--- config.mk ---
export PLATFORM = sky130hd
export DESIGN_NAME = fetch_queue
export DESIGN_NICKNAME = d
export VERILOG_FILES = /design/src/rtl/fetch_queue.sv
export SDC_FILE = /design/constraint.sdc
export NUM_CORES = 1
export LEC_CHECK = 0
export ABC_AREA = 1
export CELL_PAD_IN_SITES_DETAIL_PLACEMENT = 2
export CELL_PAD_IN_SITES_GLOBAL_PLACEMENT = 2
export CORE_AREA = 2 2 249 251
export CTS_CLUSTER_SIZE = 12
export DETAILED_ROUTE_END_ITERATION = 7
export DIE_AREA = 0 0 251 253
export PLACE_DENSITY = 0.75
export SYNTH_ARGS = -nofsm -noshare
export SYNTH_HDL_FRONTEND = slang
export SYNTH_SLANG_ARGS = --single-unit
--- constraint.sdc ---
create_clock -name clk -period 5.75 [get_ports clk]
set_input_delay 0.575 -clock clk [delete_from_list [all_inputs] [get_ports clk]]
set_output_delay 0.575 -clock clk [all_outputs]
set_load 0.01 [all_outputs]
--- src/rtl/fetch_queue.sv ---
// fetch_queue: PC register feeding a DEPTH-entry {PC, instruction} FIFO toward decode, with branch flush
module fetch_queue #(
  parameter int unsigned N = 64,
  parameter int unsigned DEPTH = 4,
  parameter logic [N-1:0] RESET_PC = '0,
  parameter int unsigned INC = 4
) (
  input  logic                         clk,
  input  logic                         reset,
  input  logic                         PCSrc_F,
  input  logic [N-1:0]                 PCBranch_F,
  output logic [N-1:0]                 imem_addr_F,
  input  logic [31:0]                  imem_data_F,
  output logic                         instr_valid_D,
  input  logic                         instr_ready_D,
  output logic [31:0]                  instr_D,
  output logic [N-1:0]                 pc_D,
  output logic [$clog2(DEPTH+1)-1:0]   occupancy_F
);
  localparam int unsigned AW = $clog2(DEPTH);
  localparam int unsigned OW = $clog2(DEPTH+1);
  logic [N-1:0] pc_q, pc_d;
  logic [AW-1:0] head_q, head_d, tail_q, tail_d;
  logic [OW-1:0] occ_q, occ_d;
  logic [N-1:0] pc_mem_q [DEPTH];
  logic [31:0] ins_mem_q [DEPTH];
  logic deq, full, enq;
  assign imem_addr_F = pc_q;
  assign instr_valid_D = occ_q != '0;
  assign instr_D = ins_mem_q[head_q];
  assign pc_D = pc_mem_q[head_q];
  assign occupancy_F = occ_q;
  // Redirect flushes everything and suppresses the enqueue; otherwise fetch whenever a slot is free or freeing
  always_comb begin
    deq = instr_valid_D && instr_ready_D;
    full = occ_q == OW'(DEPTH);
    enq = !PCSrc_F && (!full || deq);
    pc_d = PCSrc_F ? PCBranch_F : enq ? pc_q + N'(INC) : pc_q;
    head_d = PCSrc_F ? '0 : deq ? head_q + AW'(1) : head_q;
    tail_d = PCSrc_F ? '0 : enq ? tail_q + AW'(1) : tail_q;
    occ_d = PCSrc_F ? '0 : occ_q + OW'(enq) - OW'(deq);
  end
  // Control state with synchronous reset
  always_ff @(posedge clk) begin
    if (reset) begin
      pc_q <= RESET_PC;
      head_q <= '0;
      tail_q <= '0;
      occ_q <= '0;
    end else begin
      pc_q <= pc_d;
      head_q <= head_d;
      tail_q <= tail_d;
      occ_q <= occ_d;
    end
  end
  // Entry storage needs no reset; occupancy alone decides what is valid
  always_ff @(posedge clk) begin
    if (!reset && enq) begin
      pc_mem_q[tail_q] <= pc_q;
      ins_mem_q[tail_q] <= imem_data_F;
    end
  end
endmodule

==> impl_metrics.py <==
metrics = {
    "power_and_ir_drop": {
        "p_comb_share_pct": 7.5,
        "pwr-share-clk_pct": 41.9,
        "p_total_mw": 7.52,
        "leakage_nw": 8.32,
        "power_density_mw_per_mm2": 308,
        "internal_power_mw": 5.78,
        "vdd_drop_max_v": 0.000227,
        "swShare_pct": 23.1,
        "p_seq_share_pct": 50.6,
        "p_sw_mw": 1.74,
    },
    "synthesis": {
        "syn_area_mm2": 0.0193,
        "synth_seq_cells": 457,
        "syn_nets": 1935,
        "yosysSeqAreaShare_pct": 67.2,
        "ys.warnings.count": 0,
        "synthCells": 1828,
        "avgSynthCellArea_um2": 10.6,
        "ys_types": 41,
    },
    "clock_network": {
        "cts_hold_buffers": 0,
        "cts_inserted_buffers": 51,
        "clockBufferDepth": 3,
        "htreeDepth": 2,
        "cts_root_buf": "clkbuf_16",
        "cts-resized-gates": 0,
        "clk_transition_reported_paths_ps": 60,
        "cts_tree": "yes",
        "postCtsSetupRepairBufs": 0,
        "clkLatencyLatePin_ps": 590,
        "cts_sinks": 457,
    },
    "critical_path": {
        "cp.required_ps": 5180,
        "cp_max_fo": 149,
        "cp_data_arrival_time_ps": 3700,
        "start_kind": "flop",
        "end_kind": "primary output",
        "crit_type": "flop to primary output",
    },
    "grt": {
        "grt_first_pass_wirelength_um": 104000,
        "met1_usage_pct": 27.0,
        "grtUsageTotal_pct": 21.8,
        "use_met3_pct": 3.06,
        "grt_remaining_overflow": 0,
        "grt_pass1_vias": 16600,
        "grt_antenna_before_repair": 2,
        "grtUsageMet2_pct": 39.4,
        "grt_max_degree": 150,
        "grt.busiest_layer": "met2",
    },
    "timing": {
        "fin_crit_ps": 4280,
        "fmax_mhz": 234,
        "worst_slack_ps": 1470,
        "skew_ps": 20.0,
        "slew_headroom_pct": 23.8,
        "rsz0062_at_grt": "false",
        "finalHoldViolCount": 0,
        "finalMaxSlewViolations": 0,
        "setup_violations": 0,
        "post-route-period-util_pct": 74.4,
        "worst_pin_slew_ps": 1140,
    },
    "floorplanning": {
        "initial_core_util_pct": 31.7,
        "num_rows": 91,
        "die_w_um": 251,
        "dieArea_mm2": 0.0635,
        "top_level_ports": 264,
        "dieHeight_um": 253,
        "coreArea_mm2": 0.0610,
    },
    "routing": {
        "via_count": 15100,
        "drt_iter0_drc": 862,
        "ant_nets": 0,
        "drc_errors": 0,
        "vias_per_cell": 5.20,
        "firstDrtPassIters": 5,
        "postRouteWirelength_um": 70000,
        "wl_per_cell_um": 24.1,
    },
    "cells_and_area": {
        "drive_gt1_share_pct": 6.21,
        "multiInputGateArea_mm2": 0.00561,
        "areaGrowthSynthToFinish_pct": 26.1,
        "fin_nets": 2178,
        "register_area_mm2": 0.0130,
        "n_fill_cell": 6382,
        "stdcell_area_mm2": 0.0244,
    },
    "worst_hold_path": {
        "hp-class": "input port to flop",
    },
    "place": {
        "gp_congestion": 0.823,
        "hpwlAfterDp_um": 44900,
        "placed_area_mm2": 0.0228,
        "io_buffer_count": 263,
        "pre_cts_slack_ps": 2020,
    },
    "outcome": {
        "outcome": "completed",
    },
    "flow_run": {
        "drv_cap": 0,
    },
}
==> cell usage after synthesis, drive strengths merged <==
cell / n / area (µm²)
nor2: 318 / 1290
nor2b: 1 / 8.76
fa: 1 / 20.0
nand3b: 5 / 37.5
nand3: 72 / 393
clkbuf: 68 / 255
a21oi: 26 / 130
edfxtp: 384 / 11500
a22oi: 1 / 7.51
or3: 1 / 6.26
o22ai: 96 / 601
and2: 1 / 6.26
nand2: 328 / 1250
a221oi: 1 / 8.76
xor2: 10 / 87.6
dfxtp: 73 / 1460
inv: 107 / 402
ha: 6 / 75.1
o211ai: 2 / 15.0
buf: 21 / 120
or2: 1 / 6.26
a22o: 1 / 8.76
a31oi: 15 / 93.8
o21ai: 246 / 1230
nor3: 14 / 97.6
nand4: 22 / 138
xnor2: 5 / 43.8
o21a: 2 / 15.0
==> power groups by stage <==
stage               registers, mW  logic (mW)  clock network, mW
finish                       3.81       0.561               3.15
global route                 3.82       0.606               3.35
CTS                          3.81       0.570               3.23
detailed placement           3.88       0.564                  0
global placement             3.87       0.543                  0
floorplan                    3.83       0.216                  0
==> layout make-up <==
| cell class | count | share of cell area (%) |
|---|---|---|
| diodes | 1 | 0.0103 |
| clock buffers | 71 | 5.79 |
| clock inverters | 22 | 0.749 |
| inverters | 107 | 1.67 |
| multi-input cells | 1175 | 23.0 |
| flip-flops and latches | 457 | 53.3 |
| well taps | 790 | 4.05 |
| repair buffers | 279 | 11.5 |
==> layout by cell type, fill, tap and decap left out, drive strengths merged, types with 2 or more instances in the layout <==
cell type	Yosys	layout
a21oi	26	26
a31oi	15	15
buf	21	17
bufinv	0	3
clkbuf	68	71
clkdlybuf4s50	0	262
clkinv	0	19
dfxtp	73	73
edfxtp	384	384
ha	6	6
inv	107	106
nand2	328	328
nand3	72	72
nand3b	5	5
nand4	22	22
nor2	318	318
nor3	14	14
o211ai	2	2
o21a	2	2
o21ai	246	246
o22ai	96	96
xnor2	5	5
xor2	10	10
==> logic make-up after synthesis <==
logic type / synth area share, %
adder cells (fa/ha/maj): 0.492
flip-flops: 67.2
AO/OA/AOI/OAI: 10.9
XOR/XNOR: 0.679
buffers and inverters: 4.02
AND/OR/NAND/NOR: 16.7
==> critical path, cell delays in order (launching register included) <==
cell             delay [ps]
dfxtp_4                 490
inv_6                   850
buf_4                   570
o21ai_0                 180
o22ai_1                 270
clkdlybuf4s50_1         630
==> metrics by stage <==
step	std cells	hold slack, ps	util (%)	TNS [ps]
floorplan	1828	463	-	-40800
global placement	2808	512	37.4	0
detailed placement	2808	543	37.4	0
CTS	2901	301	40.0	0
global route	2901	351	40.0	0
finish	2902	331	40.0	0
==> per-layer routing <==
metal / vias to the layer above / part of all wire, %
li1: 6890 / -
met1: 7795 / 43
met2: 304 / 51
met3: 104 / 3.5
met4: 4 / 2.7
met5: - / 0.031
==> worst paths after layout <==
check	startpoint	end	slack (ps)	cells past startpoint
max reg2reg	occupancy_F[1]$_SDFF_PP0_	pc_mem_q[0][20]$_DFFE_PP_	2600	7
max	flop	pc_D[59]	1470	5
min	PCSrc_F	tail_q[0]$_SDFFE_PP0P_	330	4
min reg2reg	imem_addr_F[0]$_SDFFE_PP0P_	pc_mem_q[1][0]$_DFFE_PP_	580	0
==> sequential cells by signal, indices dropped and copies added (netlist names), named ones only <==
signal,cells
pc_mem_q,256
imem_addr_F,64
occupancy_F,3
head_q,2
ins_mem_q,128
tail_q,2
Note: power is estimated with default switching activity, not from simulation.
==> patch 1: new RTL, same settings <==
Make the reset (`reset`) asynchronous in one clocked block. Comments in the files are not updated.
--- a/src/rtl/fetch_queue.sv
+++ b/src/rtl/fetch_queue.sv
@@ -42,5 +42,5 @@
   end
   // Control state with synchronous reset
-  always_ff @(posedge clk) begin
+  always_ff @(posedge clk or posedge reset) begin
     if (reset) begin
       pc_q <= RESET_PC;
Function: differs if reset is asserted again (counterexample within 4 cycles, from zero or initial values and one cycle with reset high); with reset held inactive, the same outputs for 4 cycles.
==> patch 1 against the unedited design <==
Hold slack gained 0.17 ns; die area is the same; register-to-register slack gained 0.46 ns; sequential cell count is 2 lower; worst setup slack gained 0.089 ns; final area increased by 0.32%; critical path type unchanged; wire length shrank 1.2%; largest cell class unchanged; synthesized area fell by 0.34%.
Power is not compared: it rests on default switching activity, and its combinational part moved more than twofold at a synthesized area within 25%.
==> patch 1: results (changes against the unedited design) <==
stage	metric	value	unit	change
run_status	run_status	completed		
synth	yosys-top-cells-area	edfxtp_1 (60%), dfrtp_1 (9.2%), nor2_1 (6.3%), nand2_1 (5.6%), o21ai_0 (5.5%)		
placement	gp_congestion	0.8068		-1.9%
global_route	grt_pass1_vias	16320		-1.4%
critical_path	path_max_fanout	130		-13%
global_route	grt_overflow_total	0		unchanged
synth	yosysUniqueCellTypes	33		-20%
global_route	use_met2	38.46	%	-0.89 points
placement	dpl.hpwl	44.20	mm	-1.6%
critical_path	timing.rr.start	occupancy_F[1]		
timing	maxSlewHeadroom	23.49	%	-0.28 points
synth	syn_inst	1730		-5.4%
critical_path	r2r.worst_path.cells	8		+1
detailed_routing	drt-total-wl	69.16	mm	-1.2%
global_route	use_met3	3.053	%	-0.010 points
synth	yosysSeqAreaShare	69.04	%	+1.9 points
detailed_routing	avgViaCountPerCell	5.180		-0.43%
synth	ys_top_cells_by_count	edfxtp_1 (384), nor2_1 (321), nand2_1 (289)		
placement	placed_cells	2718		-3.2%
layout	fin_nets	2088		-4.1%
critical_path	slowest_delay	0.80	ns	-0.05 ns
critical_path	timing.rr.end	ins_mem_q[1][4]		
detailed_routing	drt_iter0_drc	838		-2.8%
synth	synthArstFlopShare	15.60	%	+16 points
global_route	grt_antenna_before_repair	10		+8
global_route	gr-usage-all-layers	21.54	%	-0.24 points
layout	finalNonFillerCells	2818		-2.9%
timing	finClkSkew	0.01221	ns	-0.007826 ns
critical_path	r2r_slack	3.06	ns	+0.46 ns
layout	drive_gt1_share	6.832	%	+0.63 points
global_route	use_met1	27.14	%	+0.15 points
layout	synthToLayoutAreaGrowth	26.98	%	
timing	whs	0.5057	ns	+0.1746 ns
min_path	hp-class	in2async		
global_route	grt_pass1_wl	102.9	mm	-0.89%
placement	post-place-ws	2.096	ns	+0.07669 ns
global_route	grt_max_degree	131		-13%
patch 1: changes by cell type after synthesis, sizes merged, moves of 22 or more:
| cell | unedited run | this run |
|---|---|---|
| o21ai | 246 | 218 |
| dfrtp | 0 | 71 |
| inv | 107 | 78 |
| nand2 | 328 | 296 |
| dfxtp | 73 | 0 |
| nor2 | 318 | 340 |
patch 1: how the worst max path moves through the flow:
stage	from	end	slack, ns	cells past startpoint
2_1_floorplan	reset	ins_mem_q[0][0]	-1.28	3
5_1_grt	head_q[0]	pc_D[37]	1.32	5
3_3_place_gp	head_q[0]	pc_D[50]	2.29	5
3_5_place_dp	head_q[0]	pc_D[46]	2.10	5
6_report	head_q[0]	pc_D[46]	1.56	5
4_1_cts	head_q[0]	pc_D[46]	1.45	5
patch 1: worst max-delay path: cells and delay by family (launching register included):
family,cells,cell delay [ns]
flops,1,0.68
compound gates,2,0.43
buf+inv,3,1.89
patch 1: per-layer routing:
layer | vias to the layer above | share of wire (%)
li1 | 6598 | -
met1 | 7600 | 42
met2 | 306 | 51
met3 | 89 | 4.1
met4 | 4 | 2.2
met5 | - | 0.032
patch 1: area by class of cell:
type,count,area (µm²),area share (%)
multi-input combinational,1116,5381,21.99
inverter,78,299.0,1.222
tap,790,988.4,4.038
sequential,455,13320,54.40
clock inverter,14,156.4,0.6390
timing repair buffer,279,2798,11.43
antenna,8,20.02,0.08179
clock buffer,78,1518,6.201
patch 1: power by group:
part	internal, mW	switching [mW]	total (mW)
clock network	1.94	1.34	3.28
registers	3.92	0.360	4.28
logic	0.963	1.31	2.27
total	6.83	3.01	9.84
patch 1: kinds of logic after synthesis:
group | share of synthesized area [%]
AO/OA/AOI/OAI | 10.63
XOR/XNOR | 1.499
adder cells (fa/ha/maj) | 0.5582
buffers and inverters | 3.200
flip-flops | 69.04
AND/OR/NAND/NOR | 15.08
==> patch 2: new RTL, same settings <==
Made on the original files. The parameter `N` goes from 64 to 96.
--- a/src/rtl/fetch_queue.sv
+++ b/src/rtl/fetch_queue.sv
@@ -1,5 +1,5 @@
 // fetch_queue: PC register feeding a DEPTH-entry {PC, instruction} FIFO toward decode, with branch flush
 module fetch_queue #(
-  parameter int unsigned N = 64,
+  parameter int unsigned N = 96,
   parameter int unsigned DEPTH = 4,
   parameter logic [N-1:0] RESET_PC = '0,
Ports: changed (resized PCBranch_F, imem_addr_F and pc_D); port bits go from 264 to 360. No check against the original RTL was run, so the function may have changed too.
==> patch 2 against the unedited design <==
Clock power up 40%; synthesized cell count up 42%; worst setup slack better by 0.026 ns; wire length up 64%; first-iteration DRC count up 120%; power up 38%; sequential power up 35%; die area unchanged; synthesized area up 37%; sequential cell count up 160; final area up 35%; hold slack better by 0.0094 ns; critical endpoint is now pc_D[50]; largest power group unchanged.
==> patch 2: results (changes against the unedited design) <==
stage	metric	value	unit	change
run_status	run_status	completed		
pwr	p_leak	11.31	nW	+36%
synth	synth_nets	2726		+41%
clocking	cts_htree_levels	3		+1
layout	clkCellAreaFrac	6.506	%	-0.037 points
synth	yosysUniqueCellTypes	43		+4.9%
global_route	gr-usage-all-layers	35.67	%	+14 points
layout	multiInputGateArea	8005	µm²	+43%
detailed_routing	drt_iter0_drc	1934		+120%
placement	portBuffers	359		+37%
pwr	p_clk	4.40	mW	+40%
synth	synth_xor_xnor_area_share	0.7937	%	+0.11 points
pwr	p_sw_share	24.97	%	+1.9 points
synth	yosys-top-cells-area	edfxtp_1 (58%), dfxtp_1 (7.9%), nand2_1 (6.7%), o21ai_0 (6.5%), nor2_1 (6.0%)		
placement	dpl.hpwl	70.50	mm	+57%
critical_path	r2r_slack	2.51	ns	-0.09 ns
layout	inv_count	147		+37%
critical_path	cp_data_arrival_time	3.68	ns	-0.02 ns
synth	yosysSeqAreaShare	65.99	%	-1.2 points
layout	seq_share	52.89	%	-0.39 points
synth	synth_compound_area_share	11.45	%	+0.53 points
pwr	combinationalPower	819	µW	+46%
layout	finalNonFillerCells	3758		+29%
timing	maxSlewHeadroom	15.40	%	-8.4 points
critical_path	timing.rr.end	pc_mem_q[1][7]		
detailed_routing	drt-total-wl	114.8	mm	+64%
critical_path	slowest_delay	0.80	ns	-0.05 ns
pwr	combPwrFrac	7.9	%	+0.4 points
layout	drive_gt1_share	5.865	%	-0.34 points
layout	clkbuf_count	100		+41%
global_route	grt_max_degree	185		+23%
==> patch 2: changes by cell type after synthesis, moves of 13 or more <==
cell / unedited run / this run
nor3_1: 11 / 26
o21ai_0: 238 / 343
dfxtp_1: 73 / 105
a21oi_1: 26 / 41
clkbuf_1: 68 / 112
edfxtp_1: 384 / 512
o22ai_1: 96 / 128
inv_1: 106 / 144
nand3_1: 67 / 94
nand4_1: 22 / 35
nor2_1: 298 / 426
nand2_1: 321 / 470
==> patch 2: tightest hold or removal path: stages <==
cell and delay [ns]:
buf_4 0.17, nand2_1 0.07, a31oi_1 0.08
==> patch 2: per-layer routing <==
layer	vias up	share of wire (%)	wire, µm	GRT usage (%)
met2	935	51	58200	62.96
met1	11800	40	45640	44.26
met5	-	0.024	27	0
met4	4	3.8	4315	13.98
met3	250	5.8	6648	5.109
li1	9707	-	-	-
